==> src/rtl/dca_matrix_lsu_load_streamer_pkg.sv <==
// Shared definitions for the DCA matrix load streamer: FSM state encoding
// and width helpers derived from the matrix size / tensor format codes.
package dca_matrix_lsu_load_streamer_pkg;

  typedef enum logic [1:0] {
    ST_IDLE  = 2'd0,
    ST_ISSUE = 2'd1,
    ST_DRAIN = 2'd2
  } lsu_state_e;

  // Element width in bits for a tensor format code.
  function automatic int elem_bits(input int tcode);
    case (tcode)
      32'sd0:  return 32'sd8;
      32'sd1:  return 32'sd16;
      32'sd2:  return 32'sd32;
      default: return 32'sd8;
    endcase
  endfunction

  // Width of a row count 0..MATRIX_SIZE.
  function automatic int num_row_bits(input int msize);
    return $clog2(msize) + 32'sd1;
  endfunction

  // Width of one tensor row (MATRIX_SIZE elements).
  function automatic int tensor_row_bits(input int msize, input int tcode);
    return msize * elem_bits(tcode);
  endfunction

endpackage

==> src/rtl/dca_matrix_lsu_load_streamer_chk.sv <==
// Protocol checker: memory must only answer when a read is pending.
module dca_matrix_lsu_load_streamer_chk (
  input logic i_clk,
  input logic i_rstnn,
  input logic i_enable,
  input logic i_mem_rvalid,
  input logic i_pending
);

  a_rsp_has_request: assert property (
    @(posedge i_clk) disable iff (!i_rstnn)
    (i_enable && i_mem_rvalid) |-> i_pending
  ) else $error("memory response arrived with no read outstanding; data dropped");

endmodule

==> src/rtl/dca_matrix_lsu_load_streamer_fifo.sv <==
// In-order row buffer. Output is the head entry (zero while empty); a
// push into a full buffer is only taken together with a pop.
module dca_matrix_lsu_load_streamer_fifo
  import dca_matrix_lsu_load_streamer_pkg::*;
#(
  parameter int BW_DATA = 64,
  parameter int DEPTH   = 4,
  localparam int BW_CNT = $clog2(DEPTH) + 1
)(
  input  logic               clk,
  input  logic               rstnn,
  input  logic               i_flush,
  input  logic               i_push,
  input  logic               i_pop,
  input  logic [BW_DATA-1:0] i_data,
  output logic [BW_DATA-1:0] o_data,
  output logic               o_empty,
  output logic               o_full,
  output logic [BW_CNT-1:0]  o_count
);

  localparam int BW_PTR = $clog2(DEPTH);

  logic [BW_DATA-1:0] r_mem [DEPTH];
  logic [BW_PTR:0]    r_wr_ptr;
  logic [BW_PTR:0]    r_rd_ptr;
  logic [BW_PTR:0]    w_count;
  logic               w_empty;
  logic               w_full;
  logic               w_do_pop;
  logic               w_do_push;

  assign w_count   = r_wr_ptr - r_rd_ptr;
  assign w_empty   = (w_count == (BW_PTR+1)'(0));
  assign w_full    = (w_count == (BW_PTR+1)'(DEPTH));
  assign w_do_pop  = i_pop && !w_empty;
  assign w_do_push = i_push && (!w_full || w_do_pop);

  assign o_empty = w_empty;
  assign o_full  = w_full;
  assign o_count = BW_CNT'(w_count);
  assign o_data  = w_empty ? {BW_DATA{1'b0}} : r_mem[r_rd_ptr[BW_PTR-1:0]];

  // Row storage write; content of empty slots is never observed.
  always_ff @(posedge clk) begin
    if (w_do_push) begin
      r_mem[r_wr_ptr[BW_PTR-1:0]] <= i_data;
    end
  end

  // Read/write pointers with flush back to empty.
  always_ff @(posedge clk or negedge rstnn) begin
    if (!rstnn) begin
      r_wr_ptr <= '0;
      r_rd_ptr <= '0;
    end else if (i_flush) begin
      r_wr_ptr <= '0;
      r_rd_ptr <= '0;
    end else begin
      if (w_do_push) r_wr_ptr <= r_wr_ptr + (BW_PTR+1)'(1);
      if (w_do_pop)  r_rd_ptr <= r_rd_ptr + (BW_PTR+1)'(1);
    end
  end

endmodule

==> src/rtl/dca_matrix_lsu_load_streamer.sv <==
// Memory-side responder for one DCA matrix load port: one read per row,
// in-order responses buffered, rows streamed on the load_tensor_row port.
module dca_matrix_lsu_load_streamer
  import dca_matrix_lsu_load_streamer_pkg::*;
#(
  parameter int MATRIX_SIZE_PARA = 8,
  parameter int TENSOR_PARA      = 0,
  parameter int BW_ADDR          = 32,
  parameter int BUF_DEPTH        = 4,
  localparam int BW_NUM_ROW      = num_row_bits(MATRIX_SIZE_PARA),
  localparam int BW_TENSOR_ROW   = tensor_row_bits(MATRIX_SIZE_PARA, TENSOR_PARA)
)(
  input  logic                     clk,
  input  logic                     rstnn,
  input  logic                     clear,
  input  logic                     enable,
  output logic                     busy,
  output logic                     inst_wready,
  input  logic                     inst_wvalid,
  input  logic [BW_ADDR-1:0]       inst_addr,
  input  logic [BW_ADDR-1:0]       inst_stride,
  input  logic [BW_NUM_ROW-1:0]    inst_num_row,
  output logic                     mem_rrequest,
  input  logic                     mem_rready,
  output logic [BW_ADDR-1:0]       mem_raddr,
  input  logic                     mem_rvalid,
  input  logic [BW_TENSOR_ROW-1:0] mem_rdata,
  input  logic                     load_tensor_row_wready,
  output logic                     load_tensor_row_wvalid,
  output logic                     load_tensor_row_wlast,
  output logic [BW_TENSOR_ROW-1:0] load_tensor_row_wdata,
  output logic                     done
);

  localparam int BW_CNT = $clog2(BUF_DEPTH) + 1;

  lsu_state_e              r_state;
  lsu_state_e              w_state_nxt;
  logic [BW_ADDR-1:0]      r_addr;
  logic [BW_ADDR-1:0]      r_stride;
  logic [BW_NUM_ROW-1:0]   r_num_row;
  logic [BW_NUM_ROW-1:0]   r_issued;
  logic [BW_NUM_ROW-1:0]   r_popped;
  logic [BW_CNT-1:0]       r_outstanding;
  logic [BW_CNT-1:0]       r_discard;
  logic                    r_done;
  logic                    w_done_nxt;

  logic [BW_TENSOR_ROW-1:0] w_fifo_head;
  logic                     w_fifo_empty;
  logic                     w_fifo_full;
  logic [BW_CNT-1:0]        w_fifo_count;

  logic                w_inst_wready;
  logic                w_cmd_acc;
  logic                w_credit_ok;
  logic                w_rreq;
  logic                w_req_acc;
  logic                w_rsp;
  logic                w_pending;
  logic                w_rsp_discard;
  logic                w_rsp_push;
  logic                w_wvalid;
  logic                w_pop;
  logic                w_last_head;
  logic [BW_CNT:0]     w_pend_total;
  logic [BW_CNT-1:0]   w_discard_clr;

  // Credit counts in-flight reads plus buffered rows so responses never overflow.
  assign w_credit_ok   = (({1'b0, r_outstanding} + {1'b0, w_fifo_count}) < (BW_CNT+1)'(BUF_DEPTH));
  assign w_inst_wready = enable && (r_state == ST_IDLE) && (r_discard == BW_CNT'(0));
  assign w_cmd_acc     = inst_wvalid && w_inst_wready;
  assign w_rreq        = enable && (r_state == ST_ISSUE) && (r_issued < r_num_row) && w_credit_ok;
  assign w_req_acc     = w_rreq && mem_rready;
  assign w_rsp         = enable && mem_rvalid;
  assign w_pending     = (r_discard != BW_CNT'(0)) || (r_outstanding != BW_CNT'(0));
  // Responses to reads orphaned by clear are older, so they are consumed first.
  assign w_rsp_discard = w_rsp && (r_discard != BW_CNT'(0));
  assign w_rsp_push    = w_rsp && (r_discard == BW_CNT'(0)) && (r_outstanding != BW_CNT'(0));
  assign w_wvalid      = enable && !w_fifo_empty;
  assign w_pop         = w_wvalid && load_tensor_row_wready;
  assign w_last_head   = (r_popped == (r_num_row - BW_NUM_ROW'(1)));

  // Reads still owed by memory after a clear, including one accepted in the clear cycle.
  assign w_pend_total  = {1'b0, r_discard} + {1'b0, r_outstanding} + (BW_CNT+1)'(w_req_acc);
  assign w_discard_clr = BW_CNT'(w_pend_total - (BW_CNT+1)'(w_rsp && w_pending));

  assign busy                   = (r_state != ST_IDLE) || w_pending || !w_fifo_empty;
  assign inst_wready            = w_inst_wready;
  assign mem_rrequest           = w_rreq;
  assign mem_raddr              = r_addr;
  assign load_tensor_row_wvalid = w_wvalid;
  assign load_tensor_row_wlast  = w_wvalid && w_last_head;
  assign load_tensor_row_wdata  = w_fifo_head;
  assign done                   = r_done;

  dca_matrix_lsu_load_streamer_fifo #(
    .BW_DATA (BW_TENSOR_ROW),
    .DEPTH   (BUF_DEPTH)
  ) u_row_buf (
    .clk     (clk),
    .rstnn   (rstnn),
    .i_flush (clear),
    .i_push  (w_rsp_push),
    .i_pop   (w_pop),
    .i_data  (mem_rdata),
    .o_data  (w_fifo_head),
    .o_empty (w_fifo_empty),
    .o_full  (w_fifo_full),
    .o_count (w_fifo_count)
  );

  dca_matrix_lsu_load_streamer_chk u_chk (
    .i_clk        (clk),
    .i_rstnn      (rstnn),
    .i_enable     (enable),
    .i_mem_rvalid (mem_rvalid),
    .i_pending    (w_pending)
  );

  // Next-state and done-pulse decode for the command FSM.
  always_comb begin
    w_state_nxt = r_state;
    w_done_nxt  = 1'b0;
    case (r_state)
      ST_IDLE: begin
        if (w_cmd_acc && (inst_num_row != BW_NUM_ROW'(0))) begin
          w_state_nxt = ST_ISSUE;
        end else if (w_cmd_acc) begin
          w_done_nxt = 1'b1;
        end else begin
          w_state_nxt = ST_IDLE;
        end
      end
      ST_ISSUE: begin
        if (w_req_acc && (r_issued == (r_num_row - BW_NUM_ROW'(1)))) begin
          w_state_nxt = ST_DRAIN;
        end else begin
          w_state_nxt = ST_ISSUE;
        end
      end
      ST_DRAIN: begin
        if (w_pop && w_last_head) begin
          w_state_nxt = ST_IDLE;
          w_done_nxt  = 1'b1;
        end else begin
          w_state_nxt = ST_DRAIN;
        end
      end
      default: begin
        w_state_nxt = ST_IDLE;
      end
    endcase
  end

  // FSM state and done pulse; clear wins over enable and suppresses done.
  always_ff @(posedge clk or negedge rstnn) begin
    if (!rstnn) begin
      r_state <= ST_IDLE;
      r_done  <= 1'b0;
    end else if (clear) begin
      r_state <= ST_IDLE;
      r_done  <= 1'b0;
    end else if (enable) begin
      r_state <= w_state_nxt;
      r_done  <= w_done_nxt;
    end else begin
      r_done  <= 1'b0;
    end
  end

  // Command registers, read address walk and row issue/pop counters.
  always_ff @(posedge clk or negedge rstnn) begin
    if (!rstnn) begin
      r_addr    <= '0;
      r_stride  <= '0;
      r_num_row <= '0;
      r_issued  <= '0;
      r_popped  <= '0;
    end else if (clear) begin
      r_issued  <= '0;
      r_popped  <= '0;
    end else if (enable) begin
      if (w_cmd_acc) begin
        r_addr    <= inst_addr;
        r_stride  <= inst_stride;
        r_num_row <= inst_num_row;
        r_issued  <= '0;
        r_popped  <= '0;
      end else begin
        if (w_req_acc) begin
          r_addr   <= r_addr + r_stride;
          r_issued <= r_issued + BW_NUM_ROW'(1);
        end
        if (w_pop) begin
          r_popped <= r_popped + BW_NUM_ROW'(1);
        end
      end
    end
  end

  // Outstanding-read and discard counters.
  always_ff @(posedge clk or negedge rstnn) begin
    if (!rstnn) begin
      r_outstanding <= '0;
      r_discard     <= '0;
    end else if (clear) begin
      r_outstanding <= '0;
      r_discard     <= w_discard_clr;
    end else if (enable) begin
      r_outstanding <= r_outstanding + BW_CNT'(w_req_acc) - BW_CNT'(w_rsp_push);
      if (w_rsp_discard) begin
        r_discard <= r_discard - BW_CNT'(1);
      end
    end
  end

endmodule
==> config.mk <==
export PLATFORM = sky130hd
export DESIGN_NAME = dca_matrix_lsu_load_streamer
export DESIGN_NICKNAME = d
export VERILOG_FILES = /design/src/rtl/dca_matrix_lsu_load_streamer_pkg.sv /design/src/rtl/dca_matrix_lsu_load_streamer_chk.sv /design/src/rtl/dca_matrix_lsu_load_streamer_fifo.sv /design/src/rtl/dca_matrix_lsu_load_streamer.sv
export SDC_FILE = /design/constraint.sdc
export NUM_CORES = 1
export LEC_CHECK = 0
export CAP_MARGIN = 20
export CORE_UTILIZATION = 40
export CTS_BUF_LIST = sky130_fd_sc_hd__clkbuf_4 sky130_fd_sc_hd__clkbuf_8
export DETAILED_ROUTE_END_ITERATION = 6
export GPL_TIMING_DRIVEN = 0
export PLACE_DENSITY = 0.69
export SYNTH_ARGS = -nofsm -noshare
export SYNTH_HDL_FRONTEND = slang
export SYNTH_SLANG_ARGS = --single-unit
==> constraint.sdc <==
create_clock -name clk -period 4.2 [get_ports clk]
set_clock_uncertainty 0.1 [all_clocks]
set_input_delay 0.63 -clock clk [delete_from_list [all_inputs] [get_ports clk]]
set_output_delay 0.63 -clock clk [all_outputs]
set_load 0.01 [all_outputs]
# Yosys cells after proc, flatten, opt, wreduce, memory -nomap -nowiden
# Memory sizes are Yosys's and may differ from the RTL's.
# Cells that the tools add are included.
op_classes:
  shift: 0
  n_eq_ne: 6
  magnitude_cmp: 2
  n_mux: 35
  n_reduce_logical: 46
  addsub: 14
  bitwise: 1
  n_mul: 0
  div_mod_pow: 0
ops:
  columns: ["op", "count"]
  rows:
  - ["$mux W32", 2]
  - ["$mux W64", 1]
  - ["$add A32 B32 Y32", 1]
  - ["$mux W4", 8]
  - ["$mux W3", 9]
  - ["$logic_and A1 B1 Y1", 20]
  - ["$mux W2", 6]
  - ["$reduce_bool A2 Y1", 6]
  - ["$reduce_bool A3 Y1", 4]
  - ["$add A4 B1 Y4 const B", 2]
  - ["$eq A4 B4 Y1", 2]
  - ["$reduce_and A2 Y1", 4]
  - ["$mux W1", 7]
  - ["$add A3 B1 Y3", 2]
  - ["$add A3 B1 Y3 const B", 2]
  - ["$logic_not A3 Y1", 2]
  - ["$pmux W2 S3", 1]
  - ["$reduce_and A3 Y1", 2]
  - ["$sub A3 B1 Y3", 2]
  - ["$add A3 B3 Y4", 1]
  - ["$logic_or A1 B1 Y1", 4]
  - ["$lt A4 B3 Y1 const B", 1]
  - ["$lt A4 B4 Y1", 1]
  - ["$ne A4 B3 Y1 const B", 1]
  - ["12 further kinds", 13]
totals:
  in_bits: 140
  latchBits: 0
  out_inout_bits: 102
  word_cells: 116
  ramBits: 256
  memories: 1
  regBits: 91
  romBits: 0
memory_table:
  columns: ["memory", "words", "word_bits", "rd", "rd_ports_with_merged_regs", "wr", "line", "source"]
  rows:
  - ["u_row_buf.r_mem", 4, 64, 1, 0, 1, "dca_matrix_lsu_load_streamer_fifo.sv:24", "logic [BW_DATA-1:0] r_mem [DEPTH];"]

# Logic depth before layout (Yosys ltp)
depth:
  ltp_word: 10
  depth_mapped: 18
  mapped_depth_nobuf: 18

# Modules after synthesis
# A second synthesis with hierarchy kept.
unflattened:
  cells_unflattened: 1129
  hier_area_um2: 15896.5
modules_own_cells:
  columns: ["mod", "cells_each", "area_per_inst_um2", "seq_area_each_um2", "n_inst"]
  rows:
  - ["dca_matrix_lsu_load_streamer_fifo", 455, 10139.7, 7837.5, 1]
  - ["dca_matrix_lsu_load_streamer", 674, 5756.8, 2127.0, 1]

# Least setup slack after synthesis
# OpenSTA, ideal clock, no wires.
synth_timing:
  path_type: "register to register"
  start: "register u_row_buf.r_rd_ptr[1]"
  end: "memory u_row_buf.r_mem[3][0], enable pin"
  stages_incl_launch_ff: 10
  setup_ns: 0.430
  path_slack_ns: -0.309
  required_ns: 3.670
  n_path_buf: 2
  arrival_time_ns: 3.979
  period_less_slack_ns: 4.509
  path_cell_list: "dfrtp_1 > clkbuf_1 > clkbuf_1 > inv_1 > fa_1 > xnor2_2 > nor3b_2 > nand3b_2 > a21boi_2 > and2_1"
synth_via:
  elab_chain_len: 10
  elab_cells_between_ends: 12
  classes_between: "1 x add/sub; 1 x eq/ne; 2 x mux; 8 x reduce/logical"
synth_rtl:
  columns: ["item", "line", "source"]
  rows:
  - ["start, declared", "dca_matrix_lsu_load_streamer_fifo.sv:26", "logic [BW_PTR:0] r_rd_ptr;"]
  - ["start signal, assigned", "dca_matrix_lsu_load_streamer_fifo.sv:61", "if (w_do_pop) r_rd_ptr <= r_rd_ptr + (BW_PTR+1)'(1);"]
  - ["$sub A3 B3 Y3 (*)", "dca_matrix_lsu_load_streamer_fifo.sv:33", "assign w_count = r_wr_ptr - r_rd_ptr;"]
  - ["$logic_not A3 Y1", "dca_matrix_lsu_load_streamer_fifo.sv:34", "assign w_empty = (w_count == (BW_PTR+1)'(0));"]
  - ["$logic_not A1 Y1", "dca_matrix_lsu_load_streamer_fifo.sv:36, dca_matrix_lsu_load_streamer.sv:80", null]
  - ["$logic_and A1 B1 Y1", "dca_matrix_lsu_load_streamer.sv:80", "assign w_wvalid = enable && !w_fifo_empty;"]
  - ["$logic_and A1 B1 Y1", "dca_matrix_lsu_load_streamer.sv:81", "assign w_pop = w_wvalid && load_tensor_row_wready;"]
  - ["$logic_and A1 B1 Y1", "dca_matrix_lsu_load_streamer_fifo.sv:36", "assign w_do_pop = i_pop && !w_empty;"]
  - ["$logic_or A1 B1 Y1 (*)", "dca_matrix_lsu_load_streamer_fifo.sv:37", "assign w_do_push = i_push && (!w_full || w_do_pop);"]
  - ["$logic_and A1 B1 Y1 (*)", "dca_matrix_lsu_load_streamer_fifo.sv:37", null]
  - ["$mux W1 (*)", "dca_matrix_lsu_load_streamer_fifo.sv:46", "if (w_do_push) begin"]
  - ["$mux W1 (implied by the code) (*)", "dca_matrix_lsu_load_streamer_fifo.sv:47", "r_mem[r_wr_ptr[BW_PTR-1:0]] <= i_data;"]
  - ["end, declared", "dca_matrix_lsu_load_streamer_fifo.sv:24", null]
# Every way passes the cells marked *; elsewhere a longest branch is shown, timed or not.

# Final worst setup path
layout_timing:
  start: "register u_row_buf.r_wr_ptr[0]"
  end: "output mem_rrequest"
layout_via:
  elab_chain_len: 4
layout_rtl:
  columns: ["item", "line", "source"]
  rows:
  - ["start, declared", "dca_matrix_lsu_load_streamer_fifo.sv:25", "logic [BW_PTR:0] r_wr_ptr;"]
  - ["start signal, assigned", "dca_matrix_lsu_load_streamer_fifo.sv:60", "if (w_do_push) r_wr_ptr <= r_wr_ptr + (BW_PTR+1)'(1);"]
  - ["$sub A3 B3 Y3", "dca_matrix_lsu_load_streamer_fifo.sv:33", null]
  - ["$add A3 B3 Y4", "dca_matrix_lsu_load_streamer.sv:70", "assign w_credit_ok = (({1'b0, r_outstanding} + {1'b0, w_fifo_count}) < (BW_CNT+1)'(BUF_DEPTH));"]
  - ["$lt A4 B3 Y1", "dca_matrix_lsu_load_streamer.sv:70", null]
  - ["$logic_and A1 B1 Y1", "dca_matrix_lsu_load_streamer.sv:73", "assign w_rreq = enable && (r_state == ST_ISSUE) && (r_issued < r_num_row) && w_credit_ok;"]
  - ["end, declared", "dca_matrix_lsu_load_streamer.sv:23", "output logic mem_rrequest,"]
# Every way passes these cells.

==> reports/summary.log <==
INFO  clocking       number_of_buffers_inserted_during_clock_tree_synthesis=58
INFO  routing        drt_iter0_drc=666
INFO  final_layout   share_of_cells_above_drive_strength_1=15.18%
INFO  timing         min_period_over_period=95.60%
INFO  final_layout   finish.cell_count_without_fillers=2028
INFO  clocking       clock_tree.htree_level_count=2
INFO  timing         finalWorstPathRequiredPeriod=4015ps
INFO  clocking       cts_max_path_buffers=3
INFO  place          place.port_buffers=240
INFO  synth          dominantRegCellSynth=edfxtp_1
INFO  synth          synth.yosys.seq_area_share=62.72%
INFO  pwr            total_power=10.51mW
INFO  routing        post_drt_wl_per_cell=19.36um
INFO  synth          syn-mean-instance-area=13.85um2
INFO  synth          yosys_warnings=0
INFO  pwr            power_leakage=7.663nW
INFO  synth          mapped_cells=1147
INFO  routing        drt.antenna.violating_nets=0
INFO  worst_setup_path critical-path-top-cell-by-count=ha_1
INFO  clocking       cts_tree=built
INFO  floorplanning  initial_utilization=40.82%
INFO  hold_path      holdCritPathClass=in -> reg
INFO  synth          synth.area.top_cells=edfxtp_1 (48%), dfrtp_1 (14%), mux4_2 (9.1%)
INFO  worst_setup_path crit_chain=inv_2 -> ha_1 -> inv_1 -> fa_2 -> xnor2_2 -> ha_1 -> or4_4 -> nor3_4 -> buf_4 -> buf_2
INFO  synth          post-synth-top-count-cell=edfxtp_1
INFO  final_layout   multi_input_comb_area=5649um2
INFO  synth          synth_enable_flop_cells=256
INFO  floorplanning  std_cell_rows=72
INFO  place          placedCellCount=1910
INFO  pwr            power.ir.vdd_worst=323.7uV
INFO  synth          synth_area_leader_cell=edfxtp_1
INFO  place          hpwl=26470um
INFO  clocking       worstSkewPairLatency=670ps
INFO  worst_setup_path worstSetupEndpointType=output pin
INFO  timing         worst_slew_margin_rel=41.27%
INFO  grt            largest_net_degree_at_the_start_of_global_routing=55
INFO  grt            track_usage=19.49%
INFO  final_layout   fillerInstances=3294
INFO  synth          total_of_flip_flops_plus_latches_after_synthesis=347
INFO  worst_setup_path worst-endpoint-arrival=3290ps
INFO  clocking       clockRootBuffer=clkbuf_8
INFO  synth          ys_top_cells_by_count=edfxtp_1 (256), nand2_1 (163), dfrtp_1 (91)
INFO  synth          post_synthesis_async_set_or_reset_flop_share=26.22%
INFO  routing        drc=0
INFO  clocking       cts_sinks=347
INFO  worst_setup_path timing.setup.critical_path_class=reg -> out
INFO  timing         final_max_slew_viol_count=0
INFO  final_layout   nNetsFinal=1660
INFO  worst_setup_path crit_required=3470ps
INFO  synth          postSynthNetCount=1344
INFO  grt            grt_pass1_wl=61220um
INFO  worst_setup_path biggest_cell_delay_along_the_critical_path=560ps
INFO  final_layout   synthToLayoutAreaGrowth=28.37%
INFO  clocking       cts.clk_slew.worst_paths=60ps
INFO  routing        drt_wl_total=39270um
INFO  routing        dr_total_vias=10530
INFO  floorplanning  die_area=40520um2
INFO  pwr            power.density_cell_area=515.3nW/um2
INFO  routing        firstDrtPassIters=6
INFO  grt            first_global_vias=11140
INFO  timing         max_clock_freq=0.2490GHz
INFO  synth          post-synth-top-area-fraction=48.39%
INFO  place          gp_congestion=0.9569
INFO  timing         number_of_setup_violations_in_the_final_report=0
INFO  synth          syn-cell-area=15890um2
INFO  final_layout   area.sequential=9967um2
INFO  run            drv_cap=0
INFO  floorplanning  floorplan.io_pins=242
INFO  routing        vias_per_cell=5.194
INFO  grt            grt_antenna_before_repair=2
INFO  worst_setup_path critPathTopFamily=simple AND/OR/NAND/NOR gates
INFO  floorplanning  dieWidth=201.3um
INFO  floorplanning  chipHeight=201.3um
INFO  status         run_status=completed
INFO  worst_setup_path path_buf_inv=4
INFO  worst_setup_path crit_path_start_kind=flip-flop
INFO  synth          synth_cell_type_count=71
INFO  worst_setup_path critPathMaxFanout=4
INFO  worst_setup_path timing.critical_path.slowest_stage_cell=or4_4
INFO  floorplanning  floorplan.core_area=38920um2
INFO  timing         timing.final.hold_violations=0
INFO  timing         worst_slew_pin_slew=880.9ps
INFO  grt            global_route.overflow_total=0
-- layout make-up --
class,count,share of cell area (%)
diodes,1,0.01227
plain buffers,46,1.350
clock buffers,78,4.803
clock inverters,28,0.7116
inverters,26,0.4785
multi-input cells,727,27.70
flip-flops and latches,347,48.87
well taps,518,3.178
repair buffers,257,12.90
-- routing by layer --
metal	up-vias	part of all wire (%)	GRT usage, %
met4	2	2.3	6.818
met5	-	0.036	0
li1	4906	-	-
met3	66	8.7	5.750
met2	371	48	32.24
met1	5189	41	24.34
-- cell usage in the layout, fill, tap and decap left out, types with 21 or more instances in the layout --
| master | count |
|---|---|
| a21oi_1 | 60 |
| o21ai_0 | 23 |
| dfrtp_1 | 89 |
| clkbuf_8 | 64 |
| ha_1 | 52 |
| inv_1 | 25 |
| nand2_1 | 163 |
| clkdlybuf4s50_1 | 231 |
| nor2_1 | 62 |
| nor2b_1 | 72 |
| mux4_2 | 64 |
| edfxtp_1 | 256 |
| xnor2_1 | 26 |
| xor2_1 | 21 |
-- state kept, by name, indices dropped and copies added, names as in the netlist --
register            count
u_row_buf.r_wr_ptr      3
done                    1
mem_raddr              32
r_stride               32
r_num_row               4
r_state                 2
u_row_buf.r_mem       256
r_outstanding           3
r_popped                4
u_row_buf.r_rd_ptr      3
r_discard               3
r_issued                4
-- through the flow --
step	area (um2)	setup WS (ps)	setup TNS, ps	utilization, %	hold slack, ps
floorplan	15900	23.52	0	-	234.4
global placement	18950	-1683	-438160	48.70	362.7
detailed placement	19090	-521.6	-1245	49.05	368.6
CTS	20300	28.43	0	52.16	142.3
global route	20390	-26.29	-26.29	52.40	208.7
finish	20400	184.7	0	52.41	194.8
-- cell families after synthesis --
group	count (synthesis)	share of synthesized area (%)
simple gates	377	11.58
flops	347	62.72
compound gates	178	7.096
buf+inv	73	1.922
mux	67	9.269
fa+ha+maj	57	4.725
xor+xnor	48	2.693
-- power by group --
part	internal [mW]	leakage, nW	switching, mW
Combinational	1.60	3.60	1.72
Clock	1.52	0.589	1.40
Sequential	4.00	3.48	0.270
-- what timing repair did --
action / CTS / global route
setup endpoints to repair: 72 / 46
pin swaps: 3 / 3
gates resized for setup: 26 / 18
gates cloned: 0 / 0
buffers inserted: 4 / 7
hold buffers: 1 / 0
hold endpoints to repair: 48 / 0
-- final timing paths --
| check | endpoint | start | cells after the start | slack, ps |
|---|---|---|---|---|
| max in group asynchronous | mem_raddr[21] | rstnn | 3 | 2840 |
| min reg2reg | r_discard[2] | r_discard[2] | 1 | 380 |
| min | r_discard[1] | clear | 2 | 190 |
| max reg2reg | r_outstanding[2] | u_row_buf.r_wr_ptr[0] | 18 | 210 |
| min in group asynchronous | mem_raddr[2] | rstnn | 2 | 430 |
| max | mem_rrequest | u_row_buf.r_wr_ptr[0] | 10 | 180 |
(Power assumes the default switching activity.)
